[src/rtl/tdo_gen.sv]
// -----------------------------------------------------------------------------
// tdo_gen : serial drive engine for the JTAG-style executor.
//
// Builds TCK from the prescaler clock (clk_tdo_gen) and shifts drive bytes,
// fetched from the RAM sequencer over byte_req/byte_ack, out on tdi_gen one
// bit per TCK period. It also publishes tck_gen, dmux_sel, state and tdo_en
// for the downstream TDI read/compare stage.
//
// Build option:
//   TDO_GEN_MSB_FIRST_EN  defined   -> bits leave MSB first (shreg[7-dmux_sel])
//                         undefined -> bits leave LSB first (shreg[dmux_sel])
//
// Ports:
//   master_clk   in   system clock, rising edge
//   reset_cpu    in   asynchronous reset, active high
//   clk_tdo_gen  in   prescaler output, asynchronous to master_clk
//   start        in   one-cycle pulse, begins a shift (IDLE only)
//   abort        in   synchronous abort, wins over start
//   bit_len      in   number of bits to shift, latched at start
//   byte_in      in   drive byte, valid with byte_ack
//   byte_ack     in   one-cycle byte valid pulse
//   byte_req     out  request for the next drive byte
//   tck_gen      out  test clock
//   tdi_gen      out  serial drive bit
//   tdo_en       out  high in SETUP/HIGH
//   dmux_sel     out  bit index within the current byte
//   state        out  FSM state code
//   busy         out  state != IDLE
//   done         out  one-cycle pulse when a shift completes
// -----------------------------------------------------------------------------
module tdo_gen #(
  parameter int unsigned LEN_W = 24
) (
  input  logic             master_clk,
  input  logic             reset_cpu,
  input  logic             clk_tdo_gen,
  input  logic             start,
  input  logic             abort,
  input  logic [LEN_W-1:0] bit_len,
  input  logic [7:0]       byte_in,
  input  logic             byte_ack,
  output logic             byte_req,
  output logic             tck_gen,
  output logic             tdi_gen,
  output logic             tdo_en,
  output logic [2:0]       dmux_sel,
  output logic [3:0]       state,
  output logic             busy,
  output logic             done
);

  localparam logic [3:0] S_IDLE  = 4'h0;
  localparam logic [3:0] S_FETCH = 4'h1;
  localparam logic [3:0] S_SETUP = 4'h2;
  localparam logic [3:0] S_HIGH  = 4'h3;
  localparam logic [3:0] S_DONE  = 4'h4;

  // Synchronizer, edge detect and registered tick
  logic             r_sync1;
  logic             r_sync2;
  logic             r_sync3;
  logic             r_tick;

  // FSM and datapath registers
  logic [3:0]       r_state;
  logic [LEN_W-1:0] r_remaining;
  logic [7:0]       r_shreg;
  logic [2:0]       r_dmux;
  logic             r_tdi;
  logic             r_tck;
  logic             r_tdo_en;
  logic             r_req;
  logic             r_busy;
  logic             r_done;

  // Next-state values
  logic [3:0]       w_state_nxt;
  logic [LEN_W-1:0] w_remaining_nxt;
  logic [7:0]       w_shreg_nxt;
  logic [2:0]       w_dmux_nxt;
  logic [2:0]       w_dmux_inc;
  logic             w_tdi_nxt;

  // Map a bit index within the byte onto the shift register position
  function automatic logic [2:0] f_bit_pos(input logic [2:0] sel);
`ifdef TDO_GEN_MSB_FIRST_EN
    return 3'd7 - sel;
`else
    return sel;
`endif
  endfunction

  // Bring clk_tdo_gen into master_clk domain and make a one-cycle tick per rising edge
  always_ff @(posedge master_clk or posedge reset_cpu) begin
    if (reset_cpu) begin
      r_sync1 <= 1'b0;
      r_sync2 <= 1'b0;
      r_sync3 <= 1'b0;
      r_tick  <= 1'b0;
    end else begin
      r_sync1 <= clk_tdo_gen;
      r_sync2 <= r_sync1;
      r_sync3 <= r_sync2;
      r_tick  <= r_sync2 & ~r_sync3;
    end
  end

  assign w_dmux_inc = r_dmux + 3'd1;

  // Next-state and datapath update
  always_comb begin
    w_state_nxt     = r_state;
    w_remaining_nxt = r_remaining;
    w_shreg_nxt     = r_shreg;
    w_dmux_nxt      = r_dmux;
    w_tdi_nxt       = r_tdi;

    if (abort && (r_state != S_IDLE)) begin
      w_state_nxt = S_IDLE;
    end else begin
      case (r_state)
        S_IDLE: begin
          if (start && !abort) begin
            w_remaining_nxt = bit_len;
            w_state_nxt     = (bit_len == '0) ? S_DONE : S_FETCH;
          end
        end
        S_FETCH: begin
          // Ticks here are dropped, which stretches the TCK low phase
          if (byte_ack) begin
            w_shreg_nxt = byte_in;
            w_dmux_nxt  = 3'd0;
            w_tdi_nxt   = byte_in[f_bit_pos(3'd0)];
            w_state_nxt = S_SETUP;
          end
        end
        S_SETUP: begin
          if (r_tick) begin
            w_state_nxt = S_HIGH;
          end
        end
        S_HIGH: begin
          // TCK falling edge: count the bit and pick where to go next
          if (r_tick) begin
            w_remaining_nxt = r_remaining - LEN_W'(1);
            if (r_remaining == LEN_W'(1)) begin
              w_state_nxt = S_DONE;
            end else if (r_dmux == 3'd7) begin
              w_state_nxt = S_FETCH;
            end else begin
              w_dmux_nxt  = w_dmux_inc;
              w_tdi_nxt   = r_shreg[f_bit_pos(w_dmux_inc)];
              w_state_nxt = S_SETUP;
            end
          end
        end
        S_DONE: begin
          w_state_nxt = S_IDLE;
        end
        default: begin
          w_state_nxt = S_IDLE;
        end
      endcase
    end
  end

  // State, datapath and outputs; outputs are decoded from the next state so
  // they line up with the state register
  always_ff @(posedge master_clk or posedge reset_cpu) begin
    if (reset_cpu) begin
      r_state     <= S_IDLE;
      r_remaining <= '0;
      r_shreg     <= 8'h00;
      r_dmux      <= 3'd0;
      r_tdi       <= 1'b0;
      r_tck       <= 1'b0;
      r_tdo_en    <= 1'b0;
      r_req       <= 1'b0;
      r_busy      <= 1'b0;
      r_done      <= 1'b0;
    end else begin
      r_state     <= w_state_nxt;
      r_remaining <= w_remaining_nxt;
      r_shreg     <= w_shreg_nxt;
      r_dmux      <= w_dmux_nxt;
      r_tdi       <= w_tdi_nxt;
      r_tck       <= (w_state_nxt == S_HIGH);
      r_tdo_en    <= (w_state_nxt == S_SETUP) || (w_state_nxt == S_HIGH);
      r_req       <= (w_state_nxt == S_FETCH);
      r_busy      <= (w_state_nxt != S_IDLE);
      r_done      <= (w_state_nxt == S_DONE);
    end
  end

  assign byte_req = r_req;
  assign tck_gen  = r_tck;
  assign tdi_gen  = r_tdi;
  assign tdo_en   = r_tdo_en;
  assign dmux_sel = r_dmux;
  assign state    = r_state;
  assign busy     = r_busy;
  assign done     = r_done;

endmodule

[config.mk]
export PLATFORM = sky130hd
export DESIGN_NAME = tdo_gen
export DESIGN_NICKNAME = d
export VERILOG_FILES = /design/src/rtl/tdo_gen.sv
export SDC_FILE = /design/constraint.sdc
export NUM_CORES = 1
export LEC_CHECK = 0
export BUFFER_PORTS_ARGS = -buffer_cell sky130_fd_sc_hd__buf_2
export CELL_PAD_IN_SITES_DETAIL_PLACEMENT = 0
export CELL_PAD_IN_SITES_GLOBAL_PLACEMENT = 1
export CORE_ASPECT_RATIO = 1.1
export CORE_MARGIN = 4
export CORE_UTILIZATION = 40
export CTS_CLUSTER_DIAMETER = 150
export CTS_CLUSTER_SIZE = 24
export DETAILED_ROUTE_END_ITERATION = 10
export PLACE_DENSITY = 0.77
export SLEW_MARGIN = 15
export SYNTH_ARGS = -nofsm -noshare
export SYNTH_HDL_FRONTEND = slang
export SYNTH_SLANG_ARGS = --single-unit
[constraint.sdc]
create_clock -name master_clk -period 2.7 [get_ports master_clk]
set_input_delay 0.54 -clock master_clk [delete_from_list [all_inputs] [get_ports master_clk]]
set_output_delay 0.54 -clock master_clk [all_outputs]
set_load 0.03 [all_outputs]
### Word-level counts from Yosys, hierarchy flattened

Index checks and enable logic that the tools add are counted.

* output and inout port bits: 13
* bits of input ports: 38
* flip-flop bits (word level): 49

* bitwise logic cells: 3
* reductions and logical operators: 13
* mux-type cells: 24
* order comparisons: 1
* equal/unequal tests: 14
* $add $sub $neg: 2

Operator list (number)
* 2-to-1 mux 24 bit: 2
* case mux 24 bit (2 select lines): 1
* == test 24 x 1 -> 1 bit (second input constant): 1
* logical NOT 24 bit: 1
* subtractor 24 x 1 -> 24 bit (second input constant): 1
* 2-to-1 mux 4 bit: 5
* 2-to-1 mux 3 bit: 6
* == test 4 x 2 -> 1 bit (second input constant): 4
* case mux 4 bit (4 select lines): 1
* != test 2 bit (second input constant): 5
* == test 4 x 1 -> 1 bit (second input constant): 2
* nonzero test 4 bit: 2
* case mux 3 bit (2 select lines): 1
* AND reduction 6 bit: 1
* 2-to-1 mux 1 bit: 5
* == test 4 x 3 -> 1 bit (second input constant): 1
* logical NOT 4 bit: 1
* < comparator 3 x 4 -> 1 bit (second input constant): 1
* AND reduction 4 bit: 1
* nonzero test 2 bit: 2
* adder 3 x 1 -> 3 bit (second input constant): 1
* binary-select mux 1 bit (select 3 bit): 1
* == test 3 bit (second input constant): 1
* AND reduction 3 bit: 1
* other kinds (7): 9

### Logic depth before layout (Yosys ltp)

Gate-level depths: netlist (run 1).

* depth after elaboration: 8
* mapped depth: 8
* gate-level depth less buffers: 7

### Worst setup path after synthesis (run 1)

OpenSTA, ideal clock, no wires.

* path type: register to register
* from: reg r_remaining[0]
* to: reg r_remaining[18]
* cell stages (with the launch flop): 9
* arrival time: 2.160 ns
* slack: 0.460 ns
* clock period less this slack: 2.240 ns
* library setup time: 0.079 ns
* cells stage by stage: dfrtp_1 > inv_1 > ha_1 > or3b_1 > buf_2 > or4_4 > or2_1 > a21oi_1 > a2bb2oi_1

* cells in the longest elaborated chain, start to end: 3

Ends and longest elaborated chain
* start, declared: line 66 `logic [LEN_W-1:0] r_remaining;`
* start signal, assigned: line 183 `r_remaining <= w_remaining_nxt;`
* subtractor 24 x 1 -> 24 bit: line 145 `w_remaining_nxt = r_remaining - LEN_W'(1);`
* 2-to-1 mux 24 bit: line 144 `if (r_tick) begin`
* case mux 24 bit (2 select lines): line 121 `case (r_state)`

No other way between the ends. The select of a mux whose other input is x is not followed.
A chain may end at the register's enable or synchronous reset.

### Final worst setup path (run 1)

Same ends and word-level chain as after synthesis.

==> run summary, run 1 <==
PWR
----------------------------------------------------------------------------------------
Power density cells                                                           533 nW/µm²
Flop pwr share                                                                     55.5%
Switching power share of the total                                                 31.2%
Leak                                                                             1.36 nW
Total net switching power                                                     0.000525 W
IR Drop Worst-Case VDD                                                          0.244 mV
Internal power summed over all cells                                           0.00116 W
Clk network pwr share                                                              25.8%
Combinational share of power                                                       18.8%

DRT
----------------------------------------------------------------------------------------
Average via count per standard cell                                                 5.77
Antenna viol nets, final                                                               0
Via count                                                                          2,435
Final wirelength                                                                 6.96 mm
Number of DRC markers in iteration 0                                                 131
DRC Markers                                                                            0
Number of iterations in the first detailed-routing pass                                4
Routed wire length per instance                                                  16.5 µm

DIE
----------------------------------------------------------------------------------------
Count of pins on the block boundary                                                   51
Die outline area                                                                8160 µm²
Y dimension of the die                                                           94.4 µm
Initial core utilization                                                           41.1%
Number of rows in the core area                                                       31
Horiz. Die Dim                                                                   86.5 µm
Placeable core region                                                           6590 µm²

FINAL LAYOUT
----------------------------------------------------------------------------------------
Number of filler cells placed in the layout                                          672
Flip-flop and latch area                                                        1230 µm²
Non-filler cells, final                                                              422
Share of layout cells above drive strength 1                                       24.1%
Multi-input logic area                                                          1390 µm²
Final design area excluding fillers                                             3160 µm²
Antenna fix cells                                                                      0
Area overhead of the layout relative to synthesis                                  16.3%
NumNets Final                                                                        381

SYNTHESIS
----------------------------------------------------------------------------------------
Count of warnings emitted by yosys                                                     0
Area of the mapped netlist                                                      2710 µm²
Post-synth EDFFs                                                                       0
Register bit count reported by yosys                                                  49
Async SR Flop Fraction                                                              100%
Number of cells produced by synthesis                                                293
Synth Flop Type                                                             sky130_fd_sc_hd__dfrtp_1
Net count after synthesis                                                            335
Mean instance size in the synthesized netlist                                   9.26 µm²
Count of distinct cell types in the synthesized netlist                               52
Share of the yosys chip area belonging to registers                                45.2%

TIMING
----------------------------------------------------------------------------------------
Unrepaired setup endpoints after global routing                                       no
Hold Vio Cnt, Final                                                                    0
Final setup viols                                                                      0
Clock Skew                                                                       6.81 ps
Least-Margin Pin Slew                                                             570 ps
Portion of the clock cycle consumed by the worst path in the final layout          89.1%
Setup TNS                                                                           0 ps
Achievable clock frequency                                                       416 MHz
Number of slew-limit violations in the final report                                    0
Shortest period the worst path allows                                            2400 ps
Worst slew margin relative to its limit                                            61.9%

CLOCK NETWORK
----------------------------------------------------------------------------------------
Buffers inserted by post-CTS timing repair                                             0
CTS Root Buffer Type                                                        sky130_fd_sc_hd__clkbuf_8
Clock tree from TritonCTS                                                            yes
TritonCTS Buffers                                                                      5
# hold bufs at CTS                                                                     0
Longest Clk Path Bufs                                                                  2
Clock slew at reported path FFs                                                    90 ps
CTS Sinks                                                                             49
Resize count post-CTS                                                                  0
Insertion delay of the later-clocked pin in the worst-skew pair                   300 ps
H-tree Lvls                                                                            2

PLACEMENT
----------------------------------------------------------------------------------------
Number of port buffers                                                                50
Number of cells in the design after placement                                        414
Final estimated routing congestion in global placement                             0.761
HPWL Detailed                                                                    5.18 mm
Placement Cell Area                                                             3070 µm²

SETUP PATH
----------------------------------------------------------------------------------------
CP endpoint kind                                                               flip-flop
CP arrival                                                                       2640 ps
Endpoint of the worst-slack reg-to-reg timing path                          r_remaining[18]
R2R cell count                                                                         7
Crit Path Category                                                               reg2reg
Cell family with the largest share of critical-path delay                   simple AND/OR/NAND/NOR gates
RR Startpoint                                                               r_remaining[0]
Largest fanout on the critical path                                                    8
WP buf/inv                                                                             1
Register-to-register path setup slack                                             300 ps
Slowest-stage cell, CP                                                      sky130_fd_sc_hd__or4_4
Required time of the critical path                                               2930 ps
Type of element launching the critical path                                    flip-flop
Cell-by-cell listing of the critical path                                   inv_1 -> ha_1 -> or3b_1 -> or4_4 -> or2_1 -> a21oi_1 -> a2bb2oi_1
CP peak stage delay                                                               580 ps

GRT
----------------------------------------------------------------------------------------
Total overflow reported by the global router                                           0
Number of antenna violations at the first check in global routing                      0
Number of global-route vias before repair                                          2,313
Largest net degree at the start of global routing                                     41
Wire length of the first global-routing pass                                     11.4 mm
Overall routing resource usage                                                     17.6%

WORST HOLD PATH
----------------------------------------------------------------------------------------
Worst min-delay path category                                                   in2async

FLOW RUN
----------------------------------------------------------------------------------------
# Max-Cap Violations                                                                   0

OUTCOME
----------------------------------------------------------------------------------------
Result of the run                                                              completed

## cell type report
cell class                      instances  share of cell area, %
Clock buffer                            6                   2.30
Inverter                                7                  0.833
Tap cell                               82                   3.25
Timing Repair Buffer                   57                   10.4
Multi-Input combinational cell        219                   44.1
Sequential cell                        49                   38.9
Clock inverter                          2                  0.317
## how the worst max path moves through the flow
stage | from | end | slack, ps | depth (start not counted)
finish | r_remaining[0] | r_remaining[18] | 300 | 7
global route | r_remaining[0] | r_remaining[18] | 180 | 7
CTS | r_remaining[0] | r_remaining[18] | 300 | 7
detailed placement | r_remaining[0] | r_remaining[18] | 310 | 7
global placement | r_remaining[0] | r_remaining[18] | 380 | 7
floorplan | r_remaining[0] | r_remaining[18] | 460 | 8
## power groups by stage
stage               combinational, W  clock, W  sequential (W)
floorplan                   0.000208         0        0.000938
global placement            0.000315         0        0.000943
detailed placement          0.000319         0        0.000948
CTS                         0.000321  0.000443        0.000934
global route                0.000356  0.000469        0.000951
finish                      0.000316  0.000433        0.000933
## Yosys cell counts, drive strengths merged, types with 5 or more instances
| cell type | n | area (µm²) |
|---|---|---|
| dfrtp | 49 | 1230 |
| a21oi | 28 | 144 |
| nor2 | 27 | 101 |
| o21ai | 25 | 129 |
| nand2 | 20 | 75.1 |
| clkbuf | 16 | 60.1 |
| nor3 | 16 | 80.1 |
| nor4 | 11 | 75.1 |
| mux2 | 10 | 113 |
| o22ai | 8 | 50.1 |
| inv | 7 | 26.3 |
| or4 | 7 | 63.8 |
| nand3 | 5 | 25.0 |
## registers in the layout, summed over array words and instances, names as in the netlist, 3 cells and up
| signal | cells |
|---|---|
| r_remaining | 24 |
| state | 4 |
| r_shreg | 8 |
| dmux_sel | 3 |
## layer usage
metal  vias to the layer above  wire length [µm]  share of wire [%]  track usage [%]
li1                       1194                 -                  -                -
met1                      1177              3180                 46             23.2
met2                        57              3370                 48             30.0
met3                         7               355                5.1             3.23
met4                         0                58               0.83             3.90
met5                         -                 0                  0                0
## metrics by stage
| stage | util, % | power [W] | hold WS, ps | worst slack (ps) |
|---|---|---|---|---|
| finish | 47.9 | 0.00168 | 284 | 295 |
| floorplan | - | 0.00115 | 331 | 460 |
| global route | 47.9 | 0.00178 | 337 | 178 |
| detailed placement | 46.6 | 0.00127 | 336 | 315 |
| CTS | 47.9 | 0.00170 | 306 | 299 |
| global placement | 46.6 | 0.00126 | 333 | 375 |
## cell usage in the layout (no fill, tap or decap), types with 3 or more instances in the layout
cell type,n
sky130_fd_sc_hd__inv_1,6
sky130_fd_sc_hd__nor3_1,16
sky130_fd_sc_hd__or4_1,4
sky130_fd_sc_hd__nor4_1,10
sky130_fd_sc_hd__o22a_1,3
sky130_fd_sc_hd__nand2_1,20
sky130_fd_sc_hd__o21ai_0,22
sky130_fd_sc_hd__o22ai_1,8
sky130_fd_sc_hd__or4_4,3
sky130_fd_sc_hd__buf_2,50
sky130_fd_sc_hd__mux2_2,8
sky130_fd_sc_hd__buf_4,5
sky130_fd_sc_hd__a22oi_1,3
sky130_fd_sc_hd__dfrtp_1,49
sky130_fd_sc_hd__mux2i_1,3
sky130_fd_sc_hd__ha_1,4
sky130_fd_sc_hd__clkbuf_8,5
sky130_fd_sc_hd__a2bb2oi_1,4
sky130_fd_sc_hd__nor2_1,27
sky130_fd_sc_hd__nand3_1,5
sky130_fd_sc_hd__and3_1,4
sky130_fd_sc_hd__a21oi_1,27
sky130_fd_sc_hd__or3_1,4
sky130_fd_sc_hd__a31oi_1,4
## logic make-up after synthesis
family | share of synthesized area (%)
AO/OA/AOI/OAI | 20.7
other | 0.138
AND/OR/NAND/NOR | 21.6
flip-flops | 45.2
multiplexers | 6.92
adder cells (fa/ha/maj) | 1.85
buffers and inverters | 3.55
Power figures use the tool's default switching activity.
==> run 2, diff against run 1 <==
Settings changed: CORE_UTILIZATION 40 to 38, TNS_END_PERCENT set to 1.
Clock period 2.7 ns to 2.01 ns, I/O delays scaled along.
==> run summary, run 2 (synthesis results as in run 1) <==
DRT
----------------------------------------------------------------------------------------
Antenna viol nets, final                                                               0   unchanged
Via count                                                                          2,633   +8.1%
Number of iterations in the first detailed-routing pass                                4   unchanged
Number of DRC markers in iteration 0                                                 185   +41%
Routed wire length per instance                                                  16.4 µm   -0.85%
DRC Markers                                                                            0   unchanged
Average via count per standard cell                                                 5.59   -3.1%
Final wirelength                                                                 7.70 mm   +11%

TIMING
----------------------------------------------------------------------------------------
Number of slew-limit violations in the final report                                    0   unchanged
Worst slew margin relative to its limit                                            65.1%   +3.1 points
Worst Slack Setup Final                                                          -168 ps   -463 ps
Hold Vio Cnt, Final                                                                    0   unchanged
Unrepaired setup endpoints after global routing                                      yes
Portion of the clock cycle consumed by the worst path in the final layout           108%   +19 points
Final setup viols                                                                     11   +11
Clock Skew                                                                       7.14 ps   +0.330 ps
Least-Margin Pin Slew                                                             523 ps   -46.9 ps
Shortest period the worst path allows                                            2180 ps   -227 ps
Achievable clock frequency                                                       459 MHz   +10%

GRT
----------------------------------------------------------------------------------------
Met1 Use GR                                                                        25.2%   +2.0 points
Number of antenna violations at the first check in global routing                      0   unchanged
Total overflow reported by the global router                                           0   unchanged
Busiest grt layer                                                                   met2
Global-route met2 utilization                                                      30.1%   +0.13 points
Wire length of the first global-routing pass                                     12.6 mm   +10%
Number of global-route vias before repair                                          2,606   +13%
Largest net degree at the start of global routing                                     41   unchanged
Overall routing resource usage                                                     18.6%   +1.0 points
Grt met3 use                                                                       2.81%   -0.42 points

SETUP PATH
----------------------------------------------------------------------------------------
Largest fanout on the critical path                                                    3   -5
Type of element launching the critical path                                    flip-flop
Register-to-register path setup slack                                            -170 ps   -460 ps
CP arrival                                                                       2380 ps   -260 ps
CP peak stage delay                                                               460 ps   -120 ps
CP endpoint kind                                                               flip-flop
Required time of the critical path                                               2220 ps   -710 ps
Slowest-stage cell, CP                                                      sky130_fd_sc_hd__or4b_4
Crit Path Category                                                               reg2reg
Cell-by-cell listing of the critical path                                   inv_2 -> ha_1 -> or4b_4 -> or4_4 -> o21ai_2 -> a21oi_2 -> mux2_1

CLOCK NETWORK
----------------------------------------------------------------------------------------
# hold bufs at CTS                                                                     0   unchanged
Insertion delay of the later-clocked pin in the worst-skew pair                   320 ps   +20 ps
H-tree Lvls                                                                            2   unchanged
Longest Clk Path Bufs                                                                  2   unchanged
Clock slew at reported path FFs                                                   110 ps   +20 ps
CTS Sinks                                                                             49   unchanged
TritonCTS Buffers                                                                      5   unchanged
Clock tree from TritonCTS                                                            yes
CTS Root Buffer Type                                                        sky130_fd_sc_hd__clkbuf_8

OUTCOME
----------------------------------------------------------------------------------------
Violated checks                                                             negative setup slack
Result of the run                                                           finished, violations left

PLACEMENT
----------------------------------------------------------------------------------------
Final estimated routing congestion in global placement                             0.843   +11%
Pre-CTS WS                                                                       -172 ps   -487 ps
Number of port buffers                                                                50   unchanged
HPWL Detailed                                                                    5.70 mm   +10%

FINAL LAYOUT
----------------------------------------------------------------------------------------
Flip-flop and latch area                                                        1230 µm²   unchanged
Multi-input logic area                                                          1500 µm²   +7.9%
Top library cells by usage in the layout, fill and taps aside               50 x sky130_fd_sc_hd__buf_2, 49 x sky130_fd_sc_hd__dfrtp_1, 47 x sky130_fd_sc_hd__buf_4, 27 x sky130_fd_sc_hd__nor2_1, 25 x sky130_fd_sc_hd__a21oi_1
Final Util                                                                         52.7%   +4.8 points
Share of layout cells above drive strength 1                                       38.6%   +14 points
Most frequent standard cell in the layout excluding fill and tap cells      sky130_fd_sc_hd__buf_2
NumNets Final                                                                        427   +12%
Register with the highest flop count                                         r_remaining
Area overhead of the layout relative to synthesis                                  35.3%
Max FFs per register                                                                  24   unchanged
Antenna fix cells                                                                      0   unchanged
Number of filler cells placed in the layout                                          682   +1.5%

WORST HOLD PATH
----------------------------------------------------------------------------------------
Worst min-delay path category                                                   in2async

PWR
----------------------------------------------------------------------------------------
Combinational share of power                                                       27.5%   +8.7 points
Leak                                                                             1.66 nW   +22%
Internal power summed over all cells                                           0.00174 W   +50%
IR Drop Worst-Case VDD                                                          0.302 mV   +24%
Switching power share of the total                                                 32.3%   +1.1 points
Clk network pwr share                                                              25.2%   -0.6 points
Flop pwr share                                                                     47.3%   -8.2 points
Power density cells                                                           699 nW/µm²   +31%
Total net switching power                                                     0.000829 W   +58%

DIE
----------------------------------------------------------------------------------------
Horiz. Die Dim                                                                   88.6 µm   +2.4%
Die outline area                                                                8560 µm²   +4.8%
Placeable core region                                                           6970 µm²   +5.7%
Count of pins on the block boundary                                                   51   unchanged
Initial core utilization                                                           38.9%   -2.2 points
Number of rows in the core area                                                       32   +3.2%
Y dimension of the die                                                           96.6 µm   +2.4%

FLOW RUN
----------------------------------------------------------------------------------------
# Max-Cap Violations                                                                   0   unchanged

[run 2: worst max-delay path: cells and delay by family, from the launching register on]
kind / cells / cell delay [ps]
compound gates: 2 / 230
fa+ha+maj: 1 / 140
buf+inv: 1 / 80
flops: 1 / 400
mux: 1 / 310
simple gates: 2 / 900
[run 2: per-stage QoR]
step	hold slack, ps	TNS, ps	std cells	total power [W]	area [µm²]
2_1_floorplan	331	-610	293	0.00155	2730
3_3_place_gp	334	-905	462	0.00186	3460
3_5_place_dp	339	-1260	462	0.00188	3460
4_1_cts	124	-1180	471	0.00255	3600
5_1_grt	140	-2560	471	0.00271	3670
6_report	106	-1100	471	0.00256	3670
[run 2: worst paths after layout]
| kind | startpoint | to | depth (start not counted) |
|---|---|---|---|
| setup reg to reg | r_remaining[1] | tdi_gen | 7 |
| max in group asynchronous | reset_cpu | r_remaining[4] | 3 |
| setup / recovery | r_remaining[1] | tdi_gen | 7 |
| min in group master_clk | clk_tdo_gen | r_sync1 | 1 |
| hold reg to reg | r_sync1 | r_sync2 | 0 |
| hold / removal | reset_cpu | r_remaining[19] | 2 |
[run 2: layout make-up]
cell class / instances / share of cell area [%]
timing repair buffer: 103 / 19.5
tap: 85 / 2.90
sequential: 49 / 33.4
clock buffer: 5 / 1.87
multi-input combinational: 219 / 40.9
clock inverter: 3 / 0.784
inverter: 7 / 0.716
[run 2: per-layer routing]
metal	wire, µm	part of all wire (%)
met4	126	1.6
met3	412	5.3
met1	3410	44
met2	3750	49
met5	0	0
[run 2: power by group through the flow]
stage,clock network (W),logic (W),registers (W)
6_report,0.000646,0.000706,0.00121
2_1_floorplan,0,0.000285,0.00126
3_3_place_gp,0,0.000640,0.00122
5_1_grt,0.000709,0.000770,0.00123
4_1_cts,0.000665,0.000674,0.00121
3_5_place_dp,0,0.000653,0.00122
[run 2: timing repair]
item                       CTS  global route
setup buffers                1             0
gates resized for setup      8            15
pin swaps                    2             3
setup endpoints to repair   17            24
==> run 3, diff against run 2 <==
Settings changed: CORE_UTILIZATION 38 to 35, PLACE_DENSITY 0.77 to 0.72.
==> run summary, run 3 (synthesis results as in run 1) <==
OUTCOME
----------------------------------------------------------------------------------------
Result of the run                                                           finished, violations left
Violated checks                                                             negative setup slack

PWR
----------------------------------------------------------------------------------------
IR Drop Worst-Case VDD                                                          0.293 mV   -3.0%
Power density cells                                                           691 nW/µm²   -1.1%
Flop pwr share                                                                     47.4%   about the same
Leak                                                                             1.65 nW   -0.46%
Total net switching power                                                     0.000800 W   -3.5%
Switching power share of the total                                                 31.3%   -1.0 points
Clk network pwr share                                                              25.0%   -0.2 points
Combinational share of power                                                       27.6%   about the same
Internal power summed over all cells                                           0.00176 W   +1.2%

FINAL LAYOUT
----------------------------------------------------------------------------------------
Area overhead of the layout relative to synthesis                                  36.5%
Max FFs per register                                                                  24   unchanged
Top library cells by usage in the layout, fill and taps aside               50 x sky130_fd_sc_hd__buf_2, 50 x sky130_fd_sc_hd__buf_4, 49 x sky130_fd_sc_hd__dfrtp_1, 27 x sky130_fd_sc_hd__nor2_1, 27 x sky130_fd_sc_hd__a21oi_1
Antenna fix cells                                                                      0   unchanged
NumNets Final                                                                        429   +0.47%
Register with the highest flop count                                         r_remaining
Number of filler cells placed in the layout                                          726   +6.5%
Share of layout cells above drive strength 1                                       38.1%   -0.46 points
Final design area excluding fillers                                             3700 µm²   +0.85%

TIMING
----------------------------------------------------------------------------------------
Portion of the clock cycle consumed by the worst path in the final layout           109%   +1.0 points
Clock Skew                                                                       15.1 ps   +8.01 ps
Shortest period the worst path allows                                            2200 ps   +20.1 ps
Worst Slack Setup Final                                                          -188 ps   -20.1 ps
Final setup viols                                                                     11   unchanged
Achievable clock frequency                                                       455 MHz   -0.92%
Hold Vio Cnt, Final                                                                    0   unchanged
Worst hold slack after final layout                                              37.5 ps   -68.5 ps
Number of slew-limit violations in the final report                                    0   unchanged
Setup TNS                                                                       -1230 ps   -125 ps
Unrepaired setup endpoints after global routing                                      yes

CLOCK NETWORK
----------------------------------------------------------------------------------------
Longest Clk Path Bufs                                                                  2   unchanged
H-tree Lvls                                                                            2   unchanged
CTS Sinks                                                                             49   unchanged
Clock tree from TritonCTS                                                            yes
# hold bufs at CTS                                                                     0   unchanged
Clock slew at reported path FFs                                                   100 ps   about the same
CTS Root Buffer Type                                                        sky130_fd_sc_hd__clkbuf_8
Insertion delay of the later-clocked pin in the worst-skew pair                   310 ps   about the same
TritonCTS Buffers                                                                      5   unchanged

DIE
----------------------------------------------------------------------------------------
Number of rows in the core area                                                       33   +3.1%
Y dimension of the die                                                            100 µm   +3.8%
Horiz. Die Dim                                                                   91.9 µm   +3.8%
Die outline area                                                                9220 µm²   +7.8%
Count of pins on the block boundary                                                   51   unchanged
Initial core utilization                                                           36.1%   -2.8 points
Placeable core region                                                           7510 µm²   +7.9%

GRT
----------------------------------------------------------------------------------------
Wire length of the first global-routing pass                                     12.6 mm   +0.55%
Total overflow reported by the global router                                           0   unchanged
Overall routing resource usage                                                     17.3%   -1.3 points
Largest net degree at the start of global routing                                     41   unchanged
Number of antenna violations at the first check in global routing                      0   unchanged
Number of global-route vias before repair                                          2,600   -0.23%

DRT
----------------------------------------------------------------------------------------
DRC Markers                                                                            0   unchanged
Routed wire length per instance                                                  15.8 µm   -3.3%
Average via count per standard cell                                                 5.37   -4.0%
Number of iterations in the first detailed-routing pass                                4   unchanged
Number of DRC markers in iteration 0                                                 147   -21%
Antenna viol nets, final                                                               0   unchanged
Via count                                                                          2,645   +0.46%
Final wirelength                                                                 7.79 mm   +1.2%

SETUP PATH
----------------------------------------------------------------------------------------
CP endpoint kind                                                               flip-flop
R2R cell count                                                                         7   unchanged
Worst Setup EP                                                               dmux_sel[0]
Slowest-stage cell, CP                                                      sky130_fd_sc_hd__or4b_4
Largest fanout on the critical path                                                    3   unchanged
Endpoint of the worst-slack reg-to-reg timing path                           dmux_sel[0]
Cell depth of the worst setup path                                                     7   unchanged
Register-to-register path setup slack                                            -190 ps   -20 ps
Crit Path Category                                                               reg2reg
Required time of the critical path                                               2210 ps   about the same
Type of element launching the critical path                                    flip-flop
Cell family with the largest share of critical-path delay                   simple AND/OR/NAND/NOR gates
RR Startpoint                                                               r_remaining[1]
WP buf/inv                                                                             1   unchanged
Critical path launch point                                                  r_remaining[1]
Cell-by-cell listing of the critical path                                   inv_2 -> ha_1 -> or4b_4 -> or4_4 -> o21ai_2 -> a21oi_2 -> mux2_1
CP arrival                                                                       2400 ps   +20 ps
CP peak stage delay                                                               460 ps   about the same

PLACEMENT
----------------------------------------------------------------------------------------
Number of port buffers                                                                50   unchanged
Pre-CTS WS                                                                       -188 ps   -15.7 ps
Placement Cell Area                                                             3500 µm²   +1.2%
HPWL Detailed                                                                    5.76 mm   +1.0%
Final estimated routing congestion in global placement                             0.806   -4.4%

FLOW RUN
----------------------------------------------------------------------------------------
# Max-Cap Violations                                                                   0   unchanged

WORST HOLD PATH
----------------------------------------------------------------------------------------
Worst min-delay path category                                                   in2async

-- run 3: cell types whose count changed in the layout (fill, tap and decap cells not counted), sizes merged --
cell	previous run	this run
inv	10	8
clkbuf	5	6
clkinvlp	0	1
buf	103	105
-- run 3: worst min path at each step --
| stage | slack [ps] | end | cells after the start | from |
|---|---|---|---|---|
| finish | 40 | done | 2 | reset_cpu |
| CTS | 40 | done | 2 | reset_cpu |
| detailed placement | 340 | r_sync2 | 0 | r_sync1 |
| floorplan | 330 | r_sync2 | 0 | r_sync1 |
| global route | 70 | done | 2 | reset_cpu |
| global placement | 330 | r_sync2 | 0 | r_sync1 |
-- run 3: through the flow --
step / utilization (%) / power, W / std cells
6_report: 49.3 / 0.00256 / 493
5_1_grt: 49.3 / 0.00270 / 493
4_1_cts: 48.5 / 0.00255 / 492
3_5_place_dp: 46.6 / 0.00188 / 484
3_3_place_gp: 46.6 / 0.00187 / 484
2_1_floorplan: - / 0.00155 / 293
-- run 3: final cells by class --
type | count | area [µm²] | area share (%)
Multi-Input combinational cell | 219 | 1490 | 40.4
Sequential cell | 49 | 1230 | 33.1
Timing Repair Buffer | 105 | 726 | 19.6
Tap cell | 105 | 131 | 3.55
Clock buffer | 6 | 82.6 | 2.23
Inverter | 7 | 26.3 | 0.710
Clock inverter | 2 | 16.3 | 0.439
-- run 3: what timing repair did --
action	CTS	global route
gates resized for setup	11	8
gates cloned	0	0
endpoints found under the setup margin	19	25
buffers inserted	0	1
pin swaps	2	2
-- run 3: per-layer routing --
| metal | GRT usage (%) | vias up | routed length [µm] |
|---|---|---|---|
| met5 | 0 | - | 0 |
| met4 | 5.94 | 0 | 153 |
| met3 | 3.15 | 12 | 322 |
| met2 | 28.9 | 63 | 3770 |
| met1 | 22.5 | 1279 | 3550 |
| li1 | - | 1291 | - |
-- run 3: worst register-to-register path: stages, from the launching register on --
cell	delay, ps
sky130_fd_sc_hd__dfrtp_1	400
sky130_fd_sc_hd__inv_2	80
sky130_fd_sc_hd__ha_1	140
sky130_fd_sc_hd__or4b_4	470
sky130_fd_sc_hd__or4_4	460
sky130_fd_sc_hd__o21ai_2	140
sky130_fd_sc_hd__a21oi_2	90
sky130_fd_sc_hd__mux2_1	320
-- run 3: power by group through the flow --
stage	clock network, W	registers [W]	logic, W
global route	0.000695	0.00123	0.000772
finish	0.000639	0.00121	0.000706
detailed placement	0	0.00122	0.000658
floorplan	0	0.00126	0.000285
CTS	0.000666	0.00121	0.000679
global placement	0	0.00122	0.000650
